File: src/rtl/sdiv60x32_iter.sv
// Iterative signed divider: 60-bit dividend / 32-bit divisor -> saturated 28-bit quotient plus exact 32-bit remainder.
// Latency: done pulses DW+1 edges after the start edge; one result per DW+2 cycles.
// Backpressure: start is only sampled in IDLE; a start while busy is dropped. Optional SDIV_ROUND_EN rounds half away from zero.
module sdiv60x32_iter #(
  parameter int DW = 60,
  parameter int VW = 32,
  parameter int QW = 28
) (
  input  logic          pclk,
  input  logic          reset_n,
  input  logic          start,
  input  logic [DW-1:0] a,
  input  logic [VW-1:0] b,
  output logic [QW-1:0] q,
  output logic [VW-1:0] r,
  output logic          busy,
  output logic          done,
  output logic          ovf,
  output logic          dz
);

  localparam int CW  = $clog2(DW + 1);
  localparam int DW1 = DW + 1;

  // Saturation limits on the unsigned quotient magnitude.
  localparam logic [DW:0]   QPOS_LIM = DW1'((64'd1 << (QW - 1)) - 64'd1);
  localparam logic [DW:0]   QNEG_LIM = DW1'(64'd1 << (QW - 1));
  localparam logic [QW-1:0] Q_MAX    = {1'b0, {(QW-1){1'b1}}};
  localparam logic [QW-1:0] Q_MIN    = {1'b1, {(QW-1){1'b0}}};

  typedef enum logic [1:0] {IDLE, CALC, FIN} state_t;

  state_t        state;
  logic [CW-1:0] cnt;
  logic [DW-1:0] dvd_q;   // dividend magnitude shifting out, quotient bits shifting in
  logic [VW-1:0] rem_q;   // partial remainder, always < |b| so VW bits suffice
  logic [VW-1:0] bmag_q;
  logic          sa_q;
  logic          sb_q;
  logic          bz_q;

  // Operand magnitudes; the most negative value maps onto its unsigned magnitude.
  logic [DW-1:0] a_mag;
  logic [VW-1:0] b_mag;
  assign a_mag = a[DW-1] ? (~a + DW'(1)) : a;
  assign b_mag = b[VW-1] ? (~b + VW'(1)) : b;

  // One restoring step: the shifted partial remainder needs VW+1 bits for the compare.
  logic [VW:0]   shifted;
  logic          ge;
  logic [VW-1:0] diff;
  logic [VW-1:0] rem_nxt;
  logic [DW-1:0] dvd_nxt;
  assign shifted = {rem_q, dvd_q[DW-1]};
  assign ge      = shifted >= {1'b0, bmag_q};
  assign diff    = shifted[VW-1:0] - bmag_q;
  assign rem_nxt = ge ? diff : shifted[VW-1:0];
  assign dvd_nxt = {dvd_q[DW-2:0], ge};

  logic [DW:0]   qmag;
  logic          neg;
  logic          sat_hi;
  logic          sat_lo;
  logic [QW-1:0] q_trunc;
  logic [QW-1:0] q_fin;
  logic [VW-1:0] r_fin;

  // Final sign correction, optional rounding and saturation of the quotient.
  always_comb begin
    qmag = {1'b0, dvd_q};
`ifdef SDIV_ROUND_EN
    // Round half away from zero on the magnitude; r keeps the truncating remainder.
    if ({rem_q, 1'b0} >= {1'b0, bmag_q})
      qmag = qmag + DW1'(1);
`endif
    neg     = sa_q ^ sb_q;
    sat_hi  = !neg && (qmag > QPOS_LIM);
    sat_lo  = neg && (qmag > QNEG_LIM);
    q_trunc = qmag[QW-1:0];
    if (sat_hi)
      q_fin = Q_MAX;
    else if (sat_lo)
      q_fin = Q_MIN;
    else if (neg)
      q_fin = ~q_trunc + QW'(1);
    else
      q_fin = q_trunc;
    // Remainder follows the dividend's sign; magnitude is below 2^(VW-1) so it never overflows.
    r_fin = sa_q ? (~rem_q + VW'(1)) : rem_q;
  end

  // Control FSM with the datapath registers and registered outputs.
  always_ff @(posedge pclk or negedge reset_n) begin
    if (!reset_n) begin
      state  <= IDLE;
      cnt    <= '0;
      dvd_q  <= '0;
      rem_q  <= '0;
      bmag_q <= '0;
      sa_q   <= 1'b0;
      sb_q   <= 1'b0;
      bz_q   <= 1'b0;
      q      <= '0;
      r      <= '0;
      busy   <= 1'b0;
      done   <= 1'b0;
      ovf    <= 1'b0;
      dz     <= 1'b0;
    end else begin
      case (state)
        IDLE: begin
          done <= 1'b0;
          if (start) begin
            dvd_q  <= a_mag;
            rem_q  <= '0;
            bmag_q <= b_mag;
            sa_q   <= a[DW-1];
            sb_q   <= b[VW-1];
            bz_q   <= (b == '0);
            cnt    <= CW'(DW);
            busy   <= 1'b1;
            state  <= CALC;
          end
        end
        CALC: begin
          dvd_q <= dvd_nxt;
          rem_q <= rem_nxt;
          cnt   <= cnt - CW'(1);
          if (cnt == CW'(1))
            state <= FIN;
        end
        FIN: begin
          if (bz_q) begin
            // Divide by zero saturates toward the dividend's sign.
            q   <= sa_q ? Q_MIN : Q_MAX;
            r   <= '0;
            ovf <= 1'b0;
            dz  <= 1'b1;
          end else begin
            q   <= q_fin;
            r   <= r_fin;
            ovf <= sat_hi | sat_lo;
            dz  <= 1'b0;
          end
          done  <= 1'b1;
          busy  <= 1'b0;
          state <= IDLE;
        end
        default: state <= IDLE;
      endcase
    end
  end

endmodule

File: config.mk
export PLATFORM = sky130hd
export DESIGN_NAME = sdiv60x32_iter
export DESIGN_NICKNAME = d
export VERILOG_FILES = /design/src/rtl/sdiv60x32_iter.sv
export SDC_FILE = /design/constraint.sdc
export NUM_CORES = 1
export LEC_CHECK = 0
export ABC_CLOCK_PERIOD_IN_PS = 7400
export CORE_MARGIN = 2
export CORE_UTILIZATION = 29
export DETAILED_ROUTE_END_ITERATION = 10
export HOLD_SLACK_MARGIN = 0.02
export PLACE_DENSITY = 0.53
export SKIP_CTS_REPAIR_TIMING = 1
export SKIP_LAST_GASP = 1
export SLEW_MARGIN = 10
export SYNTH_ARGS = -nofsm -noshare
export SYNTH_HDL_FRONTEND = slang
export SYNTH_SLANG_ARGS = --single-unit
File: constraint.sdc
create_clock -name pclk -period 7.4 [get_ports pclk]
set_input_delay 1.11 -clock pclk [delete_from_list [all_inputs] [get_ports pclk]]
set_output_delay 1.11 -clock pclk [all_outputs]
set_load 0.02 [all_outputs]
==> results.md <==
- Run status: complete, no violations
- Largest net degree at the start of global routing: 92
- Net Count, Synth: 1,681
- Routed Wire Length: 40,100 um
- Routability-driven placement congestion ratio: 0.852
- Total negative slack: 0 ps
- Main synth FF type: sky130_fd_sc_hd__dfrtp_1
- Slowest CP cell: sky130_fd_sc_hd__or3_1
- Slew @ Worst Pin: 1120 ps
- Share of layout cells above drive strength 1: 4.21%
- Max-slew violations: 0
- First-pass DRT Iterations: 7
- Nets: 1,784
- Number of max-cap violations: 0
- Syn Std Cell Area: 0.0131 mm2
- Timing-limited maximum frequency: 235 MHz
- Aggregate global routing overflow: 0
- Critical path cell sequence: clkdlybuf4s50_1 > or4_1 > or4_1 > or3_2 > or3_1 > or2_1 > nor3_1 > mux2i_1 > o21ai_0
- Number of placement rows: 77
- Clock period minus final worst setup slack: 4260 ps
- Fraction of registers with async set or reset after synthesis: 100%
- Critical-path maximum fanout: 13
- Max rail drop VDD: 0.179 mV
- Setup-violating endpoint count in the final report: 0
- Width of the die: 217 um
- Initial core utilization: 29.5%
- Number of antenna violations at the first check in global routing: 1
- DRT iter0 DRCs: 710
- Detail Placement HPWL: 30,000 um
- Vertical die dimension: 217 um
- Drt drc: 0
- Area taken by multi-input logic gates: 0.00766 mm2
- Cell count after placement: 2,223
- Flip-flop and latch count after synthesis: 199
- EDFF count, synth: 0
- Post-route fraction of the period consumed by the critical path: 57.6%
- Startpoint type of the worst setup path: primary input
- Ratio of routed vias to standard cells: 5.19
- Total via count after detailed routing: 11,700
- Clk sinks: 199
- Synth warnings: 0
- Core outline area: 0.0445 mm2
- Worst hold-check path type: flip-flop to flip-flop
- Static leakage: 6.42 nW
- Number of buffers on the longest clock path: 2
- Final hold vios: 0
- Pwr/cell area: 421 mW/mm2
- Final non-filler cell total: 2,255
- Global-route wire length before repair: 64,200 um
- Vias in the first global route: 11,200
- Total GRT Usage: 17.1%
- WP data required: 7710 ps
- CP most frequent cell: sky130_fd_sc_hd__or4_1
- Die area: 0.0470 mm2
- Clock latency on the worst-skew pair: 470 ps
- Routed Antenna Nets: 0
- RSZ-0062 raised after global routing: false
- TritonCTS buffer count: 17
- Clock transition at path regs: 80 ps
- Wire per inst: 17.8 um
- Count of boundary I/O pins: 159
- Synthesized netlist cell count: 1,547
- Relative slew slack: 25.4%
- Synth cell types: 68
- Maximum cell stage delay along the critical path: 600 ps
- H-Tree Level Count: 4
- # port buffers: 158
- Arrival time worst endpoint: 4570 ps
- Sort of element at the end of the critical path: flip-flop
- Synthesized area per cell: 8.49 um2
- FF+latch area: 0.00498 mm2
- Layout overhead on the synthesized area: 21.1%
- Critical Setup Path Class: primary input to flip-flop
- Post-synthesis sequential area ratio: 37.9%
- Layout filler cell count: 4,666
- Fin Clk Skew: 11.1 ps
- Root buffer cell: sky130_fd_sc_hd__clkbuf_16
- CTS tree: built
==> critical path, delay by kind of cell <==
kind	cells	cell delay (ps)
AND/OR/NAND/NOR	6	2700
AO/OA/AOI/OAI	1	90
multiplexers	1	210
buffers and inverters	1	460
==> path summary, 6_finish.rpt <==
path | from | end | slack [ps] | cells past startpoint
max reg2reg | dvd_q[0] | q[5] | 3770 | 10
min reg2reg | r[31] | r[31] | 480 | 2
max | a[8] | dvd_q[55] | 3140 | 9
min in group asynchronous | reset_n | dvd_q[38] | 640 | 1
min | r[31] | r[31] | 480 | 2
max in group asynchronous | reset_n | r[1] | 5350 | 2
==> metrics by stage <==
| step | instance area, um2 | util [%] | hold slack, ps | total power [mW] | worst slack [ps] |
|---|---|---|---|---|---|
| finish | 15900 | 35.7 | 476 | 6.70 | 3140 |
| global route | 15900 | 35.7 | 503 | 7.31 | 2960 |
| CTS | 15900 | 35.7 | 486 | 6.72 | 3180 |
| detailed placement | 15300 | 34.3 | 469 | 5.65 | 2680 |
| global placement | 15300 | 34.3 | 462 | 5.61 | 2740 |
| floorplan | 13100 | - | 450 | 4.59 | 3430 |
==> cell families after synthesis <==
kind of cell             after synthesis  synth area share [%]
AO/OA/AOI/OAI                        521                  24.2
XOR/XNOR                             144                  9.60
adder cells (fa/ha/maj)               39                  3.77
buffers and inverters                141                  4.06
flip-flops                           199                  37.9
multiplexers                          34                  2.61
AND/OR/NAND/NOR                      469                  17.8
==> Yosys cell counts, types with 11 or more instances <==
master                     number  area share (%)
sky130_fd_sc_hd__nand3_1       39             1.5
sky130_fd_sc_hd__o211ai_1      17            0.97
sky130_fd_sc_hd__nor2b_1       15            0.71
sky130_fd_sc_hd__mux2i_1       32             2.4
sky130_fd_sc_hd__a21oi_1       87             3.3
sky130_fd_sc_hd__o31ai_1       42             2.4
sky130_fd_sc_hd__o21ai_0      220             8.4
sky130_fd_sc_hd__dfrtp_1      199              38
sky130_fd_sc_hd__o41ai_1       14            0.93
sky130_fd_sc_hd__nand2_1      184             5.3
sky130_fd_sc_hd__or4_1         26             1.5
sky130_fd_sc_hd__clkbuf_1      79             2.3
sky130_fd_sc_hd__ha_1          38             3.6
sky130_fd_sc_hd__nand3b_1      11            0.63
sky130_fd_sc_hd__nor4_1        16            0.76
sky130_fd_sc_hd__nor2_1        56             1.6
sky130_fd_sc_hd__xor2_1       120             8.0
sky130_fd_sc_hd__a21o_1        18             1.0
sky130_fd_sc_hd__nor3_1        34             1.3
sky130_fd_sc_hd__or3_1         28             1.3
sky130_fd_sc_hd__a22oi_1       49             2.8
sky130_fd_sc_hd__inv_1         54             1.5
sky130_fd_sc_hd__xnor2_1       24             1.6
sky130_fd_sc_hd__a31oi_1       18            0.86
==> layout by cell type (no fill, tap or decap), types with 26 or more instances in the layout <==
| master | Yosys | routed |
|---|---|---|
| sky130_fd_sc_hd__a21oi_1 | 87 | 87 |
| sky130_fd_sc_hd__a22oi_1 | 49 | 49 |
| sky130_fd_sc_hd__clkdlybuf4s50_1 | 0 | 156 |
| sky130_fd_sc_hd__dfrtp_1 | 199 | 199 |
| sky130_fd_sc_hd__ha_1 | 38 | 38 |
| sky130_fd_sc_hd__inv_1 | 54 | 54 |
| sky130_fd_sc_hd__mux2i_1 | 32 | 32 |
| sky130_fd_sc_hd__nand2_1 | 184 | 183 |
| sky130_fd_sc_hd__nand3_1 | 39 | 39 |
| sky130_fd_sc_hd__nor2_1 | 56 | 54 |
| sky130_fd_sc_hd__nor3_1 | 34 | 34 |
| sky130_fd_sc_hd__o21ai_0 | 220 | 220 |
| sky130_fd_sc_hd__o31ai_1 | 42 | 42 |
| sky130_fd_sc_hd__or3_1 | 28 | 28 |
| sky130_fd_sc_hd__or4_1 | 26 | 26 |
| sky130_fd_sc_hd__xor2_1 | 120 | 120 |
==> layer usage <==
layer	wire, um	up-vias	track usage (%)
met5	0	-	0
met4	593	0	4.89
met3	1740	28	2.63
met2	17200	239	25.0
met1	20500	5574	25.9
li1	-	5867	-
==> flip-flops by register name, summed over array words and instances, names as in the netlist, 2 cells and up <==
signal and flops:
r 32, cnt 6, rem_q 32, q 28, state 2, bmag_q 32, dvd_q 60
==> layout make-up <==
class	count	share of cell area (%)
multi-input cells	1207	48.1
clock buffers	20	2.87
clock inverters	11	1.18
inverters	54	1.27
diodes	1	0.0157
repair buffers	171	10.5
well taps	592	4.66
flip-flops and latches	199	31.3
==> power breakdown <==
part | switching (mW) | internal (mW)
Combinational | 2.08 | 1.52
Clock | 0.456 | 0.592
Sequential | 0.555 | 1.50
(Power assumes the default switching activity.)
==> patch 1, RTL diff (config.mk and constraints unchanged) <==
Register the inputs `start`, `a` and `b` before use, without a reset. The logic sees them one clock later. Comments in the files are not updated.
--- a/src/rtl/sdiv60x32_iter.sv
+++ b/src/rtl/sdiv60x32_iter.sv
@@ -32,2 +32,12 @@
 
+  logic start_q;
+  logic [DW-1:0] a_q;
+  logic [VW-1:0] b_q;
+
+  always_ff @(posedge pclk) begin
+    start_q <= start;
+    a_q     <= a;
+    b_q     <= b;
+  end
+
   state_t        state;
@@ -44,4 +54,4 @@
   logic [VW-1:0] b_mag;
-  assign a_mag = a[DW-1] ? (~a + DW'(1)) : a;
-  assign b_mag = b[VW-1] ? (~b + VW'(1)) : b;
+  assign a_mag = a_q[DW-1] ? (~a_q + DW'(1)) : a_q;
+  assign b_mag = b_q[VW-1] ? (~b_q + VW'(1)) : b_q;
 
@@ -112,3 +122,3 @@
           done <= 1'b0;
-          if (start) begin
+          if (start_q) begin
             dvd_q  <= a_mag;
@@ -116,5 +126,5 @@
             bmag_q <= b_mag;
-            sa_q   <= a[DW-1];
-            sb_q   <= b[VW-1];
-            bz_q   <= (b == '0);
+            sa_q   <= a_q[DW-1];
+            sb_q   <= b_q[VW-1];
+            bz_q   <= (b_q == '0);
             cnt    <= CW'(DW);
Function: changed (Yosys sat finds a counterexample within 4 cycles, from zero or initial values and one cycle with reset_n low).
==> patch 1 against the original RTL <==
Routed wire length up 5.8%; largest power group unchanged; critical path depth up 3; total power up 17%; register-to-register slack better by 0.03 ns; largest cell class unchanged; worst setup slack better by 0.66 ns; sequential cell count up 93; area after synthesis up 14%; cell area up 16%; highest routed layer unchanged.
==> patch 1: results <==
[yosys]
synthArstFlopShare_pct = 68.2
synthXorXnorAreaFrac_pct = 7.47
syn_avg_cell_area_sq_um = 9.06
ys_seq_area_share_pct = 45.6
synthAdderAreaFrac_pct = 3.30
synth_mux_area_share_pct = 1.48
synth_compound_area_share_pct = 22.6
synthTopCellsByCount = dfrtp_1, nand2_1, a21oi_1
syn_nets = 1790
synth_area_leaders = dfrtp_1, dfxtp_1, xor2_1, nand2_1, a21oi_1
synth_cell_types = 71

[setup_path]
path_delay_family = simple AND/OR/NAND/NOR gates
path_max_fanout = 20
slowest_delay_ns = 0.57
crit_slowest_cell = nor3b_1
crit_arrival_ns = 4.09

[placement]
gp_congestion = 0.861
post-dp-hpwl_um = 30500
place_inst = 2418

[cts]
cts_inserted_buffers = 36
clkLatencyLatePin_ns = 0.55
cts_max_path_buffers = 3
htree_num_levels = 2
clk_pin_slew_ns = 0.06

[global_route]
grt_max_degree = 98
first_global_vias = 12000
antenna_found_initial = 2
grt_pass1_wl_um = 68000

[finish]
layout.nets = 1910
drive_gt1_share_pct = 6.21
fillers = 5265

[run_status]
status = finished clean

[routing]
viasPerCell = 4.97
drtIter0Drc = 702
drt_first_pass_iters = 5

[power]
ir_worst_vdd_mv = 0.177
p_leak_uw = 0.00751

[timing]
max_slew_margin_pct = 24.2
skew_ns = 0.0226
==> patch 1: worst register-to-register path: stages, from the launching register on <==
cell and delay, ns:
dfrtp_1 0.43, inv_1 0.11, ha_1 0.19, nor3b_1 0.57
nand3b_1 0.18, nor4_1 0.49, nand2_1 0.10, a21boi_1 0.16
buf_4 0.26, and2_1 0.48, a21oi_1 0.14, a21oi_1 0.22
o221a_2 0.22
==> patch 1: per-layer routing <==
layer  global-route usage, %  wire [um]  vias to the layer above
met1                    23.1      21300                     5873
met2                    23.5      18400                      234
met3                    2.49       1890                       50
met5                       0          0                        -
li1                        -          -                     6203
met4                    5.18        850                        0
==> patch 1: worst paths after layout <==
kind	from	to	slack, ns	cells after the start
setup / recovery	dvd_q[0]	q[6]	3.80	12
hold / removal	r[26]	r[26]	0.47	2
setup reg to reg	dvd_q[0]	q[6]	3.80	12
hold reg to reg	r[26]	r[26]	0.47	2
max in group asynchronous	reset_n	bmag_q[12]	5.24	2
min in group asynchronous	reset_n	bmag_q[6]	0.60	1
==> patch 1: power breakdown <==
part | total [uW] | internal [uW] | switching [uW]
sequential | 2590 | 2010 | 574
combinational | 3430 | 1460 | 1970
clock | 1840 | 1130 | 709
total | 7860 | 4610 | 3250
==> patch 1: area by class of cell <==
cell class                 instances  area [sq um]  area share (%)
clock inverter                    14           134           0.724
antenna                            2          5.00          0.0271
clock buffer                      52          1130            6.10
sequential                       292          6840            37.0
inverter                          54           203            1.10
tap                              680           851            4.60
timing repair buffer             173          1700            9.18
multi-input combinational       1219          7630            41.3
==> patch 1: metrics by stage <==
step                      setup WS (ns)  total power (uW)  instance area, sq um
after floorplan                    4.41              5060                 15000
after global placement             3.81              6010                 17200
after detailed placement           3.79              6040                 17200
after CTS                          3.75              7930                 18500
after global routing               3.49              8490                 18500
final                              3.80              7860                 18500
==> patch 2, RTL diff (same flow settings) <==
Without the edit above. `QW`: 28 -> 29.
--- a/src/rtl/sdiv60x32_iter.sv
+++ b/src/rtl/sdiv60x32_iter.sv
@@ -6,3 +6,3 @@
   parameter int VW = 32,
-  parameter int QW = 28
+  parameter int QW = 29
 ) (
Ports: changed (resized q); port bits go from 159 to 160. The function was not compared with the original's and may differ.
==> patch 2 against the original RTL <==
Non-clock buffer count is 3 higher; combinational power is 2% higher; clock power is 9.5% lower; routed wire length is 3.1% lower; worst setup slack better by 0.21 ns; sequential cell count is 1 higher; clock skew is 0.0028 ns lower; cell area is 1.6% lower; critical endpoint is now dvd_q[53]; total power is 0.68% lower; area after synthesis is 1.1% lower.
==> patch 2: results <==
[power]
p_clk_share_pct = 14.3
p_leak_uw = 0.00630
ir_worst_vdd_mv = 0.262

[placement]
place_inst = 2206
preCtsSetupSlack_ns = 2.91
io_buffers = 159
placedInstanceArea_sq_um = 15100
post-dp-hpwl_um = 28900
gp_congestion = 0.867

[setup_path]
crit_path_end = dvd_q[53]
reg2reg_depth = 13
r2r-start = dvd_q[59]
path_max_fanout = 8

[global_route]
grt_max_degree = 107
grtUsageMet1_pct = 25.0
antenna_found_initial = 0
grt_pass1_wl_um = 62400

[routing]
wl_met2_um = 16300
wl_met3_um = 1420
wire_per_inst_um = 17.3
drt_first_pass_iters = 5

[floorplanning]
core_region_area_sq_um = 44200

[yosys]
synthTopCellsByCount = o21ai_0, dfrtp_1, nand2_1
synth_cell_types = 64
synthAdderAreaFrac_pct = 3.81
ys_seq_area_share_pct = 38.5
synthXorXnorAreaFrac_pct = 10.2

[finish]
clock_tree_area_fraction_pct = 3.71
multiInputGateArea_sq_um = 7430
seq_cells = 200

[timing]
fin_crit_ns = 4.05
skew_ns = 0.00826

[run_status]
status = finished clean
[patch 2: cell types whose count changed in the layout (fill, tap and decap cells not counted), sizes merged, moves of 11 or more]
cell and change:
o211ai -14, nand3 -15, mux2i -18, o22ai +17, nor2 +24, or4 -11
[patch 2: worst min-delay path by stage]
stage,to,slack [ns],cells after the start
finish,r[4],0.48,2
global route,r[21],0.51,2
CTS,bmag_q[28],0.49,2
detailed placement,bmag_q[28],0.47,2
global placement,r[21],0.46,2
floorplan,bmag_q[10],0.45,2
[patch 2: critical path: stages]
cell	delay (ns)
clkdlybuf4s50_1	0.46
or2_2	0.33
or4_1	0.42
or2_2	0.38
nand3b_1	0.36
or3_4	0.45
or3_4	0.41
o31ai_4	0.20
xor2_1	0.18
o21ai_1	0.07
[patch 2: kinds of logic after synthesis]
group / count (synthesis)
flops: 200
mux: 15
xor+xnor: 152
fa+ha+maj: 39
simple gates: 462
compound gates: 521
buf+inv: 143
